<file path="src/rtl/vec_pkg.sv">
// vec_pkg: shared lane/element types and byte-walk helpers for the vector store path.
`default_nettype none

package vec_pkg;

    localparam int NLANES     = 4;
    localparam int LANE_W     = 16;
    localparam int NBYTES_MAX = NLANES * LANE_W / 8;
    localparam int CNT_W      = $clog2(NBYTES_MAX + 1);
    localparam int LANE_IW    = $clog2(NLANES);

    typedef enum logic {SZ8 = 1'b0, SZ16 = 1'b1} elem_size_e;
    typedef enum logic [0:0] {IDLE = 1'b0, WRITE = 1'b1} vst_state_e;
    typedef logic [NLANES-1:0][LANE_W-1:0] lane_vec_t;

    function automatic logic [CNT_W-1:0] nbytes(input elem_size_e sz);
        return (sz == SZ16) ? CNT_W'(2 * NLANES) : CNT_W'(NLANES);
    endfunction

    // First enabled byte index at or after 'from'; nbytes(sz) when none remain.
    function automatic logic [CNT_W-1:0] next_byte(input logic [NLANES-1:0] mask,
                                                   input elem_size_e      sz,
                                                   input logic [CNT_W-1:0] from);
        logic [CNT_W-1:0]   res;
        logic [CNT_W-1:0]   kk;
        logic [LANE_IW-1:0] ln;
        logic               found;
        res   = nbytes(sz);
        found = 1'b0;
        for (int k = 0; k < NBYTES_MAX; k++) begin
            kk = CNT_W'(k);
            ln = (sz == SZ16) ? kk[LANE_IW:1] : kk[LANE_IW-1:0];
            if (!found && kk >= from && kk < nbytes(sz) && mask[ln]) begin
                res   = kk;
                found = 1'b1;
            end
        end
        return res;
    endfunction

endpackage

`default_nettype wire

</file>
<file path="src/rtl/vec_byte_sel.sv">
// vec_byte_sel: picks the byte at index i_idx from the captured lane vector.
`default_nettype none

module vec_byte_sel
    import vec_pkg::*;
(
    input  lane_vec_t        i_vec,
    input  elem_size_e       i_size,
    input  logic [CNT_W-1:0] i_idx,
    output logic [7:0]       o_byte
);

    logic [LANE_IW-1:0] w_lane;
    logic               w_hi;

    assign w_lane = (i_size == SZ16) ? i_idx[LANE_IW:1] : i_idx[LANE_IW-1:0];
    assign w_hi   = (i_size == SZ16) & i_idx[0];

    always_comb begin
        o_byte = 8'h00;
        if (i_idx < nbytes(i_size))
            o_byte = w_hi ? i_vec[w_lane][15:8] : i_vec[w_lane][7:0];
    end

endmodule

`default_nettype wire

</file>
<file path="src/rtl/vec_store_unit.sv">
// vec_store_unit: writes the 4 lane results of a vst to byte memory, one byte per accepted cycle.
// Optional macro STORE_MASK_EN adds the per-lane in_mask write-enable port.
`default_nettype none

module vec_store_unit
    import vec_pkg::*;
#(
    parameter int ADDR_W = 16
) (
    input  logic                     clk,
    input  logic                     rst,
    input  logic                     in_valid,
    output logic                     in_ready,
    input  logic [NLANES*LANE_W-1:0] in_res,
    input  logic                     in_size,
    input  logic [ADDR_W-1:0]        in_addr,
`ifdef STORE_MASK_EN
    input  logic [NLANES-1:0]        in_mask,
`endif
    output logic                     mem_we,
    output logic [ADDR_W-1:0]        mem_addr,
    output logic [7:0]               mem_wdata,
    input  logic                     mem_ready,
    output logic                     busy,
    output logic                     done
);

    vst_state_e          r_state;
    vst_state_e          w_state_nxt;
    lane_vec_t           r_vec;
    elem_size_e          r_size;
    logic [ADDR_W-1:0]   r_base;
    logic [NLANES-1:0]   r_mask;
    logic [CNT_W-1:0]    r_cnt;
    logic                r_done;

    logic [NLANES-1:0]   w_mask_in;
    elem_size_e          w_size_in;
    logic [CNT_W-1:0]    w_first;
    logic                w_first_none;
    logic [CNT_W-1:0]    w_next;
    logic                w_last;
    logic                w_accept;
    logic                w_capture;

`ifdef STORE_MASK_EN
    assign w_mask_in = in_mask;
`else
    assign w_mask_in = '1;
`endif

    assign w_size_in    = elem_size_e'(in_size);
    assign w_first      = next_byte(w_mask_in, w_size_in, '0);
    assign w_first_none = (w_first == nbytes(w_size_in));
    assign w_capture    = (r_state == IDLE) && in_valid;
    assign w_accept     = mem_we && mem_ready;
    // Masked-off bytes are skipped without spending a cycle.
    assign w_next       = next_byte(r_mask, r_size, r_cnt + CNT_W'(1));
    assign w_last       = (w_next == nbytes(r_size));

    always_ff @(posedge clk or posedge rst) begin
        if (rst)
            r_state <= IDLE;
        else
            r_state <= w_state_nxt;
    end

    always_comb begin
        w_state_nxt = r_state;
        case (r_state)
            IDLE:    if (in_valid && !w_first_none) w_state_nxt = WRITE;
            WRITE:   if (w_accept && w_last)         w_state_nxt = IDLE;
            default: w_state_nxt = IDLE;
        endcase
    end

    always_comb begin
        in_ready = (r_state == IDLE);
        busy     = (r_state == WRITE);
        mem_we   = (r_state == WRITE);
    end

    always_ff @(posedge clk or posedge rst) begin
        if (rst) begin
            r_vec  <= '0;
            r_size <= SZ8;
            r_base <= '0;
            r_mask <= '0;
            r_cnt  <= '0;
            r_done <= 1'b0;
        end else begin
            r_done <= (w_capture && w_first_none) || (w_accept && w_last);
            if (w_capture) begin
                r_vec  <= lane_vec_t'(in_res);
                r_size <= w_size_in;
                r_base <= in_addr;
                r_mask <= w_mask_in;
                r_cnt  <= w_first;
            end else if (w_accept) begin
                r_cnt  <= w_next;
            end
        end
    end

    assign mem_addr = r_base + ADDR_W'(r_cnt);
    assign done     = r_done;

    vec_byte_sel u_byte_sel (
        .i_vec  (r_vec),
        .i_size (r_size),
        .i_idx  (r_cnt),
        .o_byte (mem_wdata)
    );

endmodule

`default_nettype wire

</file>
<file path="config.mk">
export PLATFORM = sky130hd
export DESIGN_NAME = vec_store_unit
export DESIGN_NICKNAME = d
export VERILOG_FILES = /design/src/rtl/vec_pkg.sv /design/src/rtl/vec_byte_sel.sv /design/src/rtl/vec_store_unit.sv
export SDC_FILE = /design/constraint.sdc
export NUM_CORES = 1
export LEC_CHECK = 0
export ABC_AREA = 1
export CAP_MARGIN = 20
export CORE_ASPECT_RATIO = 2
export CORE_UTILIZATION = 25
export DETAILED_ROUTE_END_ITERATION = 12
export PLACE_DENSITY = 0.56
export SYNTH_ARGS = -nofsm -noshare
export SYNTH_HDL_FRONTEND = slang
export SYNTH_HIERARCHICAL = 1
export SYNTH_SLANG_ARGS = --single-unit
</file>
<file path="constraint.sdc">
create_clock -name clk -period 3.1 [get_ports clk]
set_input_delay 0.775 -clock clk [delete_from_list [all_inputs] [get_ports clk]]
set_output_delay 0.775 -clock clk [all_outputs]
set_load 0.03 [all_outputs]
</file>
== Yosys cells after proc, flatten, opt, wreduce, memory -nomap -nowiden ==
Cells that the tools add are included.

* Output and inout port bits: 28
* Register bits after elaboration: 88
* Logic and storage cells: 190
* Input bits: 85

* Muxes and demuxes: 78
* $lt $le $gt $ge: 38
* Reduce and logical (&&, ||, !) cells: 58
* Eq/ne operators: 2
* Add/subtract/negate cells: 2
* Bitwise operators: 2

{| class="wikitable"
|+ Operators with widths
! operator !! number
|-
| two-way mux 4 bit || 20
|-
| logical AND 1 bit || 41
|-
| < comparator 2 x 3 -> 1 bit, second input constant || 11
|-
| binary-select mux 16 bit (select 2 bit) || 1
|-
| < comparator 3 x 4 -> 1 bit, first input constant || 8
|-
| two-way mux 1 bit || 32
|-
| binary-select mux 1 bit (select 2 bit) || 12
|-
| two-way mux 2 bit || 9
|-
| adder 16 x 4 -> 16 bit || 1
|-
| greater-or-equal comparator 3 x 4 -> 1 bit, first input constant || 4
|-
| < comparator 1 x 4 -> 1 bit, first input constant || 4
|-
| < comparator 2 x 4 -> 1 bit, first input constant || 4
|-
| two-way mux 16 bit || 1
|-
| two-way mux 8 bit || 2
|-
| logical NOT 1 bit || 15
|-
| equality test 4 bit || 2
|-
| greater-or-equal comparator 1 x 4 -> 1 bit, first input constant || 2
|-
| greater-or-equal comparator 2 x 4 -> 1 bit, first input constant || 2
|-
| < comparator 1 x 3 -> 1 bit, second input constant || 2
|-
| adder 4 x 1 -> 4 bit, second input constant || 1
|-
| < comparator 4 bit || 1
|-
| case mux 1 bit (2 select lines) || 1
|-
| nonzero test 2 bit || 1
|-
| AND 1 bit || 1
|-
| 2 further kinds || 2
|}

== Longest topological paths before layout ==
Gate-level depths: netlist of run 1.

* Depth in word-level cells: 44
* Mapped depth: 10
* Gate-level depth less buffers: 9

== By module ==
The synthesis of run 1 kept the hierarchy.

{| class="wikitable"
|+ Modules (own cells, without submodules)
! module !! area each (µm²) !! times used !! sequential area each (µm²) !! cells an instance
|-
| vec_store_unit || 3922.5 || 1 || 2202.1 || 470
|-
| vec_byte_sel || 987.2 || 1 || 0.0 || 214
|}

== Worst setup path after synthesis of run 1 ==
Ideal clock, no wire load.

* Path kind: reg-to-output
* Start point: register r_cnt[0]
* End point: output port mem_addr[14]
* Stages on the path, launching flop included: 9
* Required time: 2325 ps
* Buffers on the path: 0
* Arrival time: 2152 ps
* Path slack: 173 ps
* Cells stage by stage: dfrtp_1 ha_1 inv_1 fa_1 o21ai_2 nand2_1 nor2_2 nand2_1 xor2_1

* Word-level cells in the longest chain between the ends: 1

{| class="wikitable"
|+ Ends and longest elaborated chain
! item !! line !! text
|-
| from (decl) || vec_store_unit.sv:34 || <nowiki>logic [CNT_W-1:0] r_cnt;</nowiki>
|-
| from (signal assigned) || vec_store_unit.sv:98 || <nowiki>r_cnt <= w_first;</nowiki>
|-
| from (signal assigned) || vec_store_unit.sv:100 || <nowiki>r_cnt <= w_next;</nowiki>
|-
| adder 16 x 4 -> 16 bit || vec_store_unit.sv:105 || <nowiki>assign mem_addr = r_base + ADDR_W'(r_cnt);</nowiki>
|-
| to (decl) || vec_store_unit.sv:21 || <nowiki>output logic [ADDR_W-1:0] mem_addr,</nowiki>
|}

Every way passes these cells.

== Final worst setup path of run 1 ==
* Start point: register r_base[2]
* End point: output port mem_addr[11]

* Word-level cells in the longest chain between the ends: 1

{| class="wikitable"
|+ Ends and longest elaborated chain
! item !! line !! text
|-
| from (decl) || vec_store_unit.sv:32 || <nowiki>logic [ADDR_W-1:0] r_base;</nowiki>
|-
| from (signal assigned) || vec_store_unit.sv:96 || <nowiki>r_base <= in_addr;</nowiki>
|-
| adder 16 x 4 -> 16 bit || vec_store_unit.sv:105 ||
|}

Every way passes these cells.

==> impl_results.md, run 1 <==
- Status: complete, no violations
- TritonCTS clock tree: built
- Period utilization: 0.9708
- Slew margin rel.: 0.6630
- Final HPWL DP: ~11 mm
- H-Tree Depth: 3
- Pint: 0.003961 W
- Util after Layout: 0.3507
- Largest family of logic cells by synthesized area: simple AND/OR/NAND/NOR gates
- GRT Util Overall: 0.1540
- Worst clock skew: 7.670 ps
- Clk_lat worst skew: 340 ps
- Initial Util: 0.2547
- DR iter-0 viols: 203
- ANT cells: 0
- Clock share of power: 0.154
- Synth Area per Inst: 7.178 sq um
- Mux cell area share after synthesis: 0
- Static leakage: 3.458 nW
- Max-cap viol count: 0
- Root Buffer: clkbuf_16
- Switch Pwr: roughly 0.0033 W
- Pre-antenna DRT Iters: 4
- Share of cells above drive strength 1: 0.1000
- DRC: 0
- CP Launch Type: register
- Complex-gate fraction of the synthesized area: 0.03364
- Slew @ Worst Pin: ~510 ps
- Clk sinks: 88
- Syn. warnings: 6
- Ports: 113
- Async set-reset flop share out of synthesis: 1.000
- Port-buffer cells: between 100 and 150
- Post-Synth Adder-Cell Area: 0.02701
- Post-Route WL: 14.91 mm
- Cells on Worst Hold Path: 2
- Design Power: 0.007268 W
- Seq/Total Area, Yosys: 0.4485
- Synth Cell Area: 4910 sq um
- Routability cong.: 0.8452
- First-pass GRT wire length: about 23 mm
- Synth Area in Simple Gates: 0.3703
- Reg2Reg Depth: 8
- CP Capture Type: output pin
- Fin area: around 6800 sq um
- Post-DRT Antenna Nets: 0
- Min Tclk post-route: around 3000 ps
- Final setup viols: 0
- Synth Net Count: approximately 780
- Worst-path clk slew: approximately 60 ps
- Synth Register Bits: 88
- Synth Instances: approximately 680
- Hold Path Class: reg2reg
- Switching share of power: 0.4550
- Worst Path Arrival: 2230 ps
- Largest net degree at the start of global routing: 89
- Power Dens Cells: 1075 nW/um^2
- Clock Path Buffers: 2
- Final hold violations: 0
- Peak Freq: between 300 and 400 MHz
- Initial antenna violation count: 0
- Xor/xnor cell area share of the yosys netlist: 0.02497
- Vias per cell: 4.259
- Die Ht: 200.2 um
- Synth Flop Type: dfrtp_1
- Worst-path maximum fanout: 5
- TritonCTS Buffers: 9
- Worst vdd ir: 0.8620 mV
- Pins Over Slew Limit: 0
- Grt ovf: 0
- FP Rows: just over 70
- EDFF count, synth: 0
- Part of the power in combinational logic: 0.564
- Vias in the first global route: 4568
- Die Width: about 100 um
- DR WL/cell: about 14 um
- Area grow syn2layout: 37.72%
- NumNets Final: a little under 900
- Kind of critical path: reg2out
- Synth unique cells: 32
- Die area: 20240 sq um
- Via Count: 4510
- Core Region: between 15000 and 20000 sq um
- Sequential power share: 0.283
- Final hold slack: roughly 480 ps
- CP required: 2320 ps
- Placed cell area: 6402 sq um
-- layer usage --
layer	up-vias	share of wire	global-route usage
li1	2318	-	-
met1	2064	0.39	0.1684
met2	111	0.55	0.2828
met3	17	0.031	0.02094
met4	0	0.028	0.07402
met5	-	0	0
-- worst max-delay path, cell delays in order (launching register included) --
cell and delay (ps):
dfrtp_1 380, ha_1 370, a21oi_1 250, nand2_1 140, nand3b_1 120, o21ai_0 160, xor2_1 310, buf_12 160
-- cells by family after synthesis --
| family | count (synthesis) |
|---|---|
| compound gates | 30 |
| buf+inv | 107 |
| fa+ha+maj | 10 |
| simple gates | 435 |
| flops | 88 |
| xor+xnor | 14 |
-- final timing paths --
path | start | to | slack (ps)
hold reg to reg | r_vec[42]$_DFFE_PP0P_ | r_vec[42]$_DFFE_PP0P_ | 480
setup / recovery | r_base[2]$_DFFE_PP0P_ | mem_addr[11] | 90
hold / removal | r_vec[42]$_DFFE_PP0P_ | r_vec[42]$_DFFE_PP0P_ | 480
max in group asynchronous | rst | r_size$_DFFE_PP0P_ | 1820
setup reg to reg | r_cnt[0]$_DFFE_PP0P_ | busy$_DFF_PP0_ | 1380
min in group asynchronous | rst | r_base[15]$_DFFE_PP0P_ | 850
-- power by group through the flow --
stage | registers, W | clock network [W] | logic, W
floorplan | 0.00198 | 0 | 0.00263
global route | 0.00213 | 0.00120 | 0.00453
detailed placement | 0.00206 | 0 | 0.00411
global placement | 0.00205 | 0 | 0.00409
CTS | 0.00205 | 0.00115 | 0.00413
finish | 0.00205 | 0.00112 | 0.00410
-- final cells by class --
class                   count  area [sq um]
fillers                  2119         12520
multi-input cells         489          2278
flip-flops and latches     88          2203
repair buffers            129          1350
well taps                 259         324.1
inverters                  78         299.0
clock buffers              10         239.0
clock inverters             6         67.56
-- synthesized netlist by cell type (2+ instances only) --
cell type,number,share of area
nand4_1,6,0.0076
a21oi_1,4,0.0041
nand3b_1,2,0.0031
ha_1,9,0.023
o21ai_2,3,0.0054
buf_6,5,0.011
nor3_1,3,0.0031
o21ai_1,9,0.0092
buf_2,19,0.019
dfrtp_1,88,0.45
nor2_4,2,0.0046
nand2_2,7,0.0089
xnor2_1,2,0.0036
nand2_1,293,0.22
xor2_1,12,0.021
nand3_1,76,0.077
clkbuf_1,4,0.0031
o21ai_0,13,0.013
nand2_4,2,0.0046
inv_1,75,0.057
nor2_1,39,0.030
-- registers in the layout, indices dropped and copies added, names as in the netlist --
| name | flops |
|---|---|
| r_size | 1 |
| r_vec | 64 |
| done | 1 |
| r_mask | 1 |
| busy | 1 |
| r_cnt | 4 |
| r_base | 16 |
-- layout by cell type, fill, tap and decap left out, types with 2 or more instances in the layout --
| cell | count |
|---|---|
| nand2_1 | 292 |
| clkdlybuf4s50_1 | 90 |
| dfrtp_1 | 87 |
| nand3_1 | 76 |
| inv_1 | 72 |
| nor2_1 | 39 |
| buf_4 | 22 |
| o21ai_0 | 13 |
| buf_12 | 12 |
| xor2_1 | 10 |
| o21ai_1 | 9 |
| clkbuf_16 | 9 |
| nand2_2 | 8 |
| ha_1 | 8 |
| nand4_1 | 6 |
| a21oi_1 | 4 |
| nor3_1 | 3 |
| dlygate4sd2_1 | 3 |
| inv_2 | 2 |
| nor2_4 | 2 |
| xnor2_1 | 2 |
| inv_4 | 2 |
| nand3b_1 | 2 |
| xor2_2 | 2 |
| clkinv_2 | 2 |
| clkinvlp_4 | 2 |
| nand2_4 | 2 |
| o21ai_2 | 2 |
-- per-stage QoR --
stage	setup slack, ps	instances	TNS, ps
3_5_place_dp	160.1	1041	0
3_3_place_gp	238.4	1041	0
4_1_cts	28.99	1058	0
6_report	90.48	1059	0
5_1_grt	-4.895	1059	-4.895
2_1_floorplan	46.45	684	0
-- what timing repair did --
action,4_1_cts,5_1_grt
pin swaps,2,3
setup endpoints to repair,6,10
setup buffers,1,1
hold buffers,0,0
gates resized for setup,7,10
(Power assumes the default switching activity.)
==> run 2: changes to the inputs <==
Settings changed: MAX_ROUTING_LAYER set to met4.
==> run 2 against run 1 <==
Compared with the run above:
- sequential share of layout area is essentially flat
- register-to-register slack barely moved
- worst hold slack worse by 1.0 ps
- critical path depth stayed put
- combinational power barely moved
- first-iteration DRC count grew 8.4%
- wire length grew 0.27%
- core utilization about the same
- via count rose by 0.69%
- maximum frequency down 0.17%
- highest routed layer unchanged
- sequential cell count unchanged
==> impl_results.md, run 2 (synthesis gave the netlist of run 1 again) <==
- TritonCTS clock tree: built
- Static leakage: 3.456 nW (about the same)
- Top cell family by delay on the critical path: compound AO/OA/AOI/OAI gates
- Port-buffer cells: 112 (unchanged)
- Hold Path Class: reg2reg
- Grt ovf: 0 (unchanged)
- Peak Freq: 331.7 MHz (-0.17%)
- Placed cell area: 6402 sq um (unchanged)
- CP Cell Sequence: ha_1 > a21oi_1 > nand2_1 > nand3b_1 > o21ai_0 > xor2_1 > buf_12
- Slowest stage cell on the critical path: dfrtp_1
- Clk sinks: 88 (unchanged)
- DR iter-0 viols: 220 (+8.4%)
- Hold_buf cts: 0 (unchanged)
- CP required: 2320 ps (about the same)
- FP Rows: 72 (unchanged)
- Core Region: 19280 sq um (unchanged)
- Routability cong.: 0.8585 (+1.6%)
- First-pass GRT wire length: 23.47 mm (about the same)
- Max stage delay on crit path: 380 ps (about the same)
- Design Power: 0.007272 W (about the same)
- Biggest regs: r_vec x64, r_base x16, r_cnt x4
- Post-DRT Antenna Nets: 0 (unchanged)
- H-Tree Depth: 3 (unchanged)
- Worst clock skew: 6.502 ps (-1.168 ps)
- Fill cells: 2117 (-0.094%)
- Buf/Inv on CP: 1 (unchanged)
- Slew margin rel.: 0.6553 (-0.007780)
- Die area: 20240 sq um (unchanged)
- Worst-path clk slew: 60 ps (about the same)
- TritonCTS Buffers: 9 (unchanged)
- Largest net degree at the start of global routing: 89 (unchanged)
- Reg2Reg Depth: 8 (unchanged)
- Area grow syn2layout: 37.61% (about the same)
- Final setup viols: 0 (unchanged)
- Clk_lat worst skew: 340 ps (about the same)
- Pins Over Slew Limit: 0 (unchanged)
- Die Ht: 200.2 um (unchanged)
- Status: complete, no violations
- Max-cap viol count: 0 (unchanged)
- Commonest non-fill, non-tap cell in the layout: nand2_1
- Final hold violations: 0 (unchanged)
- Crit. path cell count: 7 (unchanged)
- Pre-antenna DRT Iters: 4 (unchanged)
- Period utilization: 0.9725 (+0.001677)
- Vias per cell: 4.288 (+0.69%)
- ANT cells: 0 (unchanged)
- Slew @ Worst Pin: 517.1 ps (+11.67 ps)
- Cells on Worst Hold Path: 2 (unchanged)
- Fin area: 6756 sq um (about the same)
- Worst Path Arrival: 2240 ps (about the same)
- Final HPWL DP: 11.14 mm (unchanged)
- Post-Route WL: 14.95 mm (+0.27%)
- Util after Layout: 0.3505 (about the same)
- Via Count: 4541 (+0.69%)
- Max reg flops: 64 (unchanged)
- Initial antenna violation count: 0 (unchanged)
- Die Width: 101.1 um (unchanged)
- Min Tclk post-route: 3015 ps (+5.198 ps)
- NumNets Final: 890 (unchanged)
- Most flop-heavy register: r_vec
- Share of cells above drive strength 1: 0.09750 (-0.002500)
- Worst vdd ir: 0.8632 mV (+0.13%)
- Worst-path maximum fanout: 5 (unchanged)
- DRC: 0 (unchanged)
- Ports: 113 (unchanged)
- Commonest non-fill, non-tap cells in the layout: nand2_1 (293), clkdlybuf4s50_1 (90), dfrtp_1 (87), nand3_1 (76), inv_1 (73)
- GRT Util Overall: 0.1582 (+0.004249)
- CP Launch Type: register
- Vias in the first global route: 4564 (-0.088%)
- DR WL/cell: 14.12 um (+0.27%)
- Root Buffer: clkbuf_16
- CP Capture Type: output pin
- Power Dens Cells: 1076 nW/um^2 (+0.13%)
- Kind of critical path: reg2out
- Initial Util: 0.2547 (unchanged)
- Clock Path Buffers: 2 (unchanged)
## run 2: cell counts in the layout (fill, tap and decap cells not counted)
Identical to the previous run, type by type.
## run 2: repair_timing
item | in CTS | in global routing
setup buffers | 1 | 1
pin swaps | 2 | 2
endpoints found under the setup margin | 6 | 10
gates cloned | 0 | 0
gates resized for setup | 7 | 7
## run 2: final timing paths
path / from / slack [ps] / endpoint
max reg2reg: r_cnt[0]$_DFFE_PP0P_ / 1390 / busy$_DFF_PP0_
min reg2reg: r_vec[13]$_DFFE_PP0P_ / 480 / r_vec[13]$_DFFE_PP0P_
max in group asynchronous: rst / 1830 / r_vec[54]$_DFFE_PP0P_
max: r_base[2]$_DFFE_PP0P_ / 90 / mem_addr[11]
min: r_vec[13]$_DFFE_PP0P_ / 480 / r_vec[13]$_DFFE_PP0P_
min in group asynchronous: rst / 830 / r_base[15]$_DFFE_PP0P_
## run 2: final cells by class
| cell class | count | area [sq um] | area share |
|---|---|---|---|
| multi-input cells | 489 | 2276 | 0.3369 |
| flip-flops and latches | 88 | 2203 | 0.3261 |
| repair buffers | 129 | 1350 | 0.1998 |
| well taps | 259 | 324.1 | 0.04796 |
| inverters | 78 | 296.5 | 0.04389 |
| clock buffers | 10 | 239.0 | 0.03537 |
| clock inverters | 6 | 67.56 | 0.01000 |
## run 2: power breakdown
group / leakage, nW / switching, W / internal, W
Sequential: 1.09 / 0.000377 / 0.00168
Combinational: 2.22 / 0.00247 / 0.00163
Clock: 0.145 / 0.000471 / 0.000650
Total: 3.46 / 0.00331 / 0.00396
## run 2: per-stage QoR
step	setup TNS, ps	setup WS (ps)	hold WS [ps]	instances
2_1_floorplan	0	46.45	440.0	684
3_3_place_gp	0	238.4	463.6	1041
3_5_place_dp	0	160.1	461.7	1041
4_1_cts	0	28.99	483.5	1058
5_1_grt	-4.597	-4.597	492.6	1059
6_report	0	85.29	477.8	1059
## run 2: routing by layer
layer  up-vias  GRT usage  wire length (um)
li1       2321          -                 -
met1      2091     0.1682              5882
met5         -          -                 0
met3        21    0.02059               469
met4         0    0.07402               443
met2       108     0.2826              8155
## run 2: worst min-delay path, stage by stage (launching register included)
cell and delay (ps):
dfrtp_1 340, nand2_1 60, nand2_1 50
==> run 3: changes to the inputs <==
Settings changed: CORE_UTILIZATION 25 to 46, PLACE_DENSITY 0.56 to 0.86.
==> run 3 against run 2 <==
Compared with the run above:
- via count up 2.9%
- count of clock-buffer cells in the layout unchanged
- sequential share of layout area up 1.4 points
- maximum frequency up 0.27%
- largest power group unchanged
==> impl_results.md, run 3 (synthesis gave the netlist of run 1 again) <==
- Status: complete, no violations
- Min Tclk post-route: 3007 ps (-8.156 ps)
- RSZ-0062 raised after global routing: true
- Initial Util: 0.4716 (+0.2169)
- Switching share of power: 0.4724 (+0.01666)
- Ports: 113 (unchanged)
- Post-Route WL: 13.38 mm (-10%)
- Die area: 11120 sq um (-45%)
- Area grow syn2layout: 31.98%
- Final hold slack: 478.1 ps (+0.3790 ps)
- Hold worst-path end: r_mask[0]$_DFFE_PP0P_
- DR WL/cell: 14.31 um (+1.4%)
- Worst clock skew: 3.694 ps (-2.808 ps)
- Reg2Reg Depth: 9 (+1)
- GRT Util Overall: 0.2642 (+0.1060)
- Die Width: 75.05 um (-26%)
- Period utilization: 0.9699 (-0.002631)
- Peak Freq: 332.6 MHz (+0.27%)
- NumNets Final: 888 (-0.22%)
- Post-DRT Antenna Nets: 0 (unchanged)
- Hold_buf cts: 0 (unchanged)
- Largest net degree at the start of global routing: 89 (unchanged)
- Routability cong.: 0.9470 (+10%)
- Pre-antenna DRT Iters: 8 (+4)
- DRC: 0 (unchanged)
- CP Capture Type: output pin
- Hold Path Class: reg2reg
- Initial antenna violation count: 0 (unchanged)
- TritonCTS clock tree: built
- Grt ovf: 0 (unchanged)
- CP required: 2320 ps (about the same)
- Pint: 0.003656 W (-7.6%)
- Worst-path maximum fanout: 4 (-1)
- Core Region: 10410 sq um (-46%)
- Worst-path clk slew: 60 ps (about the same)
- FP Rows: 53 (-26%)
- Max-cap viol count: 0 (unchanged)
- Root Buffer: clkbuf_16
- Slew margin rel.: 0.5052 (-0.1501)
- Reg-to-reg endpoint: busy$_DFF_PP0_
- Part of the power in combinational logic: 0.540 (-0.024)
- Clock share of power: 0.161 (+0.007)
- Pins Over Slew Limit: 0 (unchanged)
- Biggest regs: r_vec x64, r_base x16, r_cnt x4
- Vias per cell: 4.999 (+17%)
- Switch Pwr: 0.003274 W (-1.2%)
- Final setup TNS: 0 ps (unchanged)
- Worst vdd ir: 0.6208 mV (-28%)
- Worst Hold Launch: r_mask[0]$_DFFE_PP0P_
- Commonest non-fill, non-tap cells in the layout: nand2_1 (293), clkdlybuf4s50_1 (90), dfrtp_1 (85), nand3_1 (76), inv_1 (73)
- ANT cells: 0 (unchanged)
- Dpl ws: 130.6 ps (-29.45 ps)
- H-Tree Depth: 3 (unchanged)
- Reg2reg start: r_cnt[0]$_DFFE_PP0P_
- Clk sinks: 88 (unchanged)
- Static leakage: 3.412 nW (-1.3%)
- Final WS setup: 93.44 ps (+8.156 ps)
- Sequential power share: 0.299 (+0.017)
- Power Dens Cells: 1069 nW/um^2 (-0.64%)
- Vias in the first global route: 4547 (-0.37%)
- Most flop-heavy register: r_vec
- Share of cells above drive strength 1: 0.08521 (-0.01229)
- Clk_lat worst skew: 350 ps (about the same)
- CP Launch Type: register
- Max reg flops: 64 (unchanged)
- First-pass GRT wire length: 21.13 mm (-9.9%)
- TritonCTS Buffers: 9 (unchanged)
- Worst Path Arrival: 2230 ps (about the same)
- Via Count: 4674 (+2.9%)
- Final setup viols: 0 (unchanged)
- Cells on Worst Hold Path: 1 (-1)
- Port-buffer cells: 112 (unchanged)
- Slew @ Worst Pin: 742.2 ps (+225.1 ps)
- Final hold violations: 0 (unchanged)
- Kind of critical path: reg2out
- Die Ht: 148.1 um (-26%)
- Final HPWL DP: 9.473 mm (-15%)
- DR iter-0 viols: 556 (+150%)
- Commonest non-fill, non-tap cell in the layout: nand2_1
- R2r setup slk: 1360 ps (-30 ps)
- Clock Path Buffers: 2 (unchanged)
-- run 3: changes by cell type in the layout (fill, tap and decap cells not counted), moves of 3 or more --
cell | previous run | this run
buf_12 | 12 | 3
dlygate4sd2_1 | 3 | 12
buf_4 | 22 | 18
clkbuf_2 | 1 | 4
-- run 3: how the worst max path moves through the flow --
stage,from,slack [ps],endpoint
2_1_floorplan,rst,50,busy$_DFF_PP0_
3_3_place_gp,r_size$_DFFE_PP0P_,150,mem_wdata[6]
3_5_place_dp,r_size$_DFFE_PP0P_,130,mem_wdata[4]
4_1_cts,r_cnt[1]$_DFFE_PP0P_,10,mem_addr[1]
5_1_grt,r_cnt[0]$_DFFE_PP0P_,-20,mem_addr[14]
6_report,r_cnt[1]$_DFFE_PP0P_,90,mem_addr[1]
-- run 3: layout make-up --
| type | count | area, sq um |
|---|---|---|
| sequential | 88 | 2206 |
| tap | 137 | 171.4 |
| fill | 929 | 3931 |
| clock inverter | 6 | 67.56 |
| inverter | 78 | 296.5 |
| clock buffer | 10 | 239.0 |
| multi-input combinational | 489 | 2278 |
| timing repair buffer | 127 | 1221 |
-- run 3: worst max-delay path, cell delays in order (launching register included) --
cell,delay (ps)
dfrtp_2,430
buf_4,160
inv_1,120
fa_2,450
inv_1,60
clkdlybuf4s50_1,660
-- run 3: what timing repair did --
action	in CTS	in global routing
setup endpoints to repair	21	8
setup buffers	1	3
pin swaps	1	0
resized for setup	24	10
-- run 3: per-layer routing --
metal / vias up / track usage / wire [um]
met2: 205 / 0.4473 / 7039
met4: 0 / 0.1415 / 687
li1: 2312 / - / -
met5: - / - / 0
met3: 51 / 0.05623 / 731
met1: 2106 / 0.2780 / 4923
-- run 3: power by group through the flow --
stage	Combinational, W	Sequential, W	Clock (W)
floorplan	0.00263	0.00198	0
global placement	0.00368	0.00206	0
detailed placement	0.00371	0.00208	0
CTS	0.00367	0.00207	0.00113
global route	0.00409	0.00213	0.00117
finish	0.00374	0.00207	0.00112
-- run 3: through the flow --
stage,util,cells,cell area (sq um),power (W)
final,0.6224,935,6480,0.006930
after global routing,0.6224,935,6480,0.007394
after CTS,0.6205,932,6460,0.006864
after detailed placement,0.5892,915,6135,0.005792
after global placement,0.5892,915,6135,0.005740
after floorplan,-,684,4910,0.004604
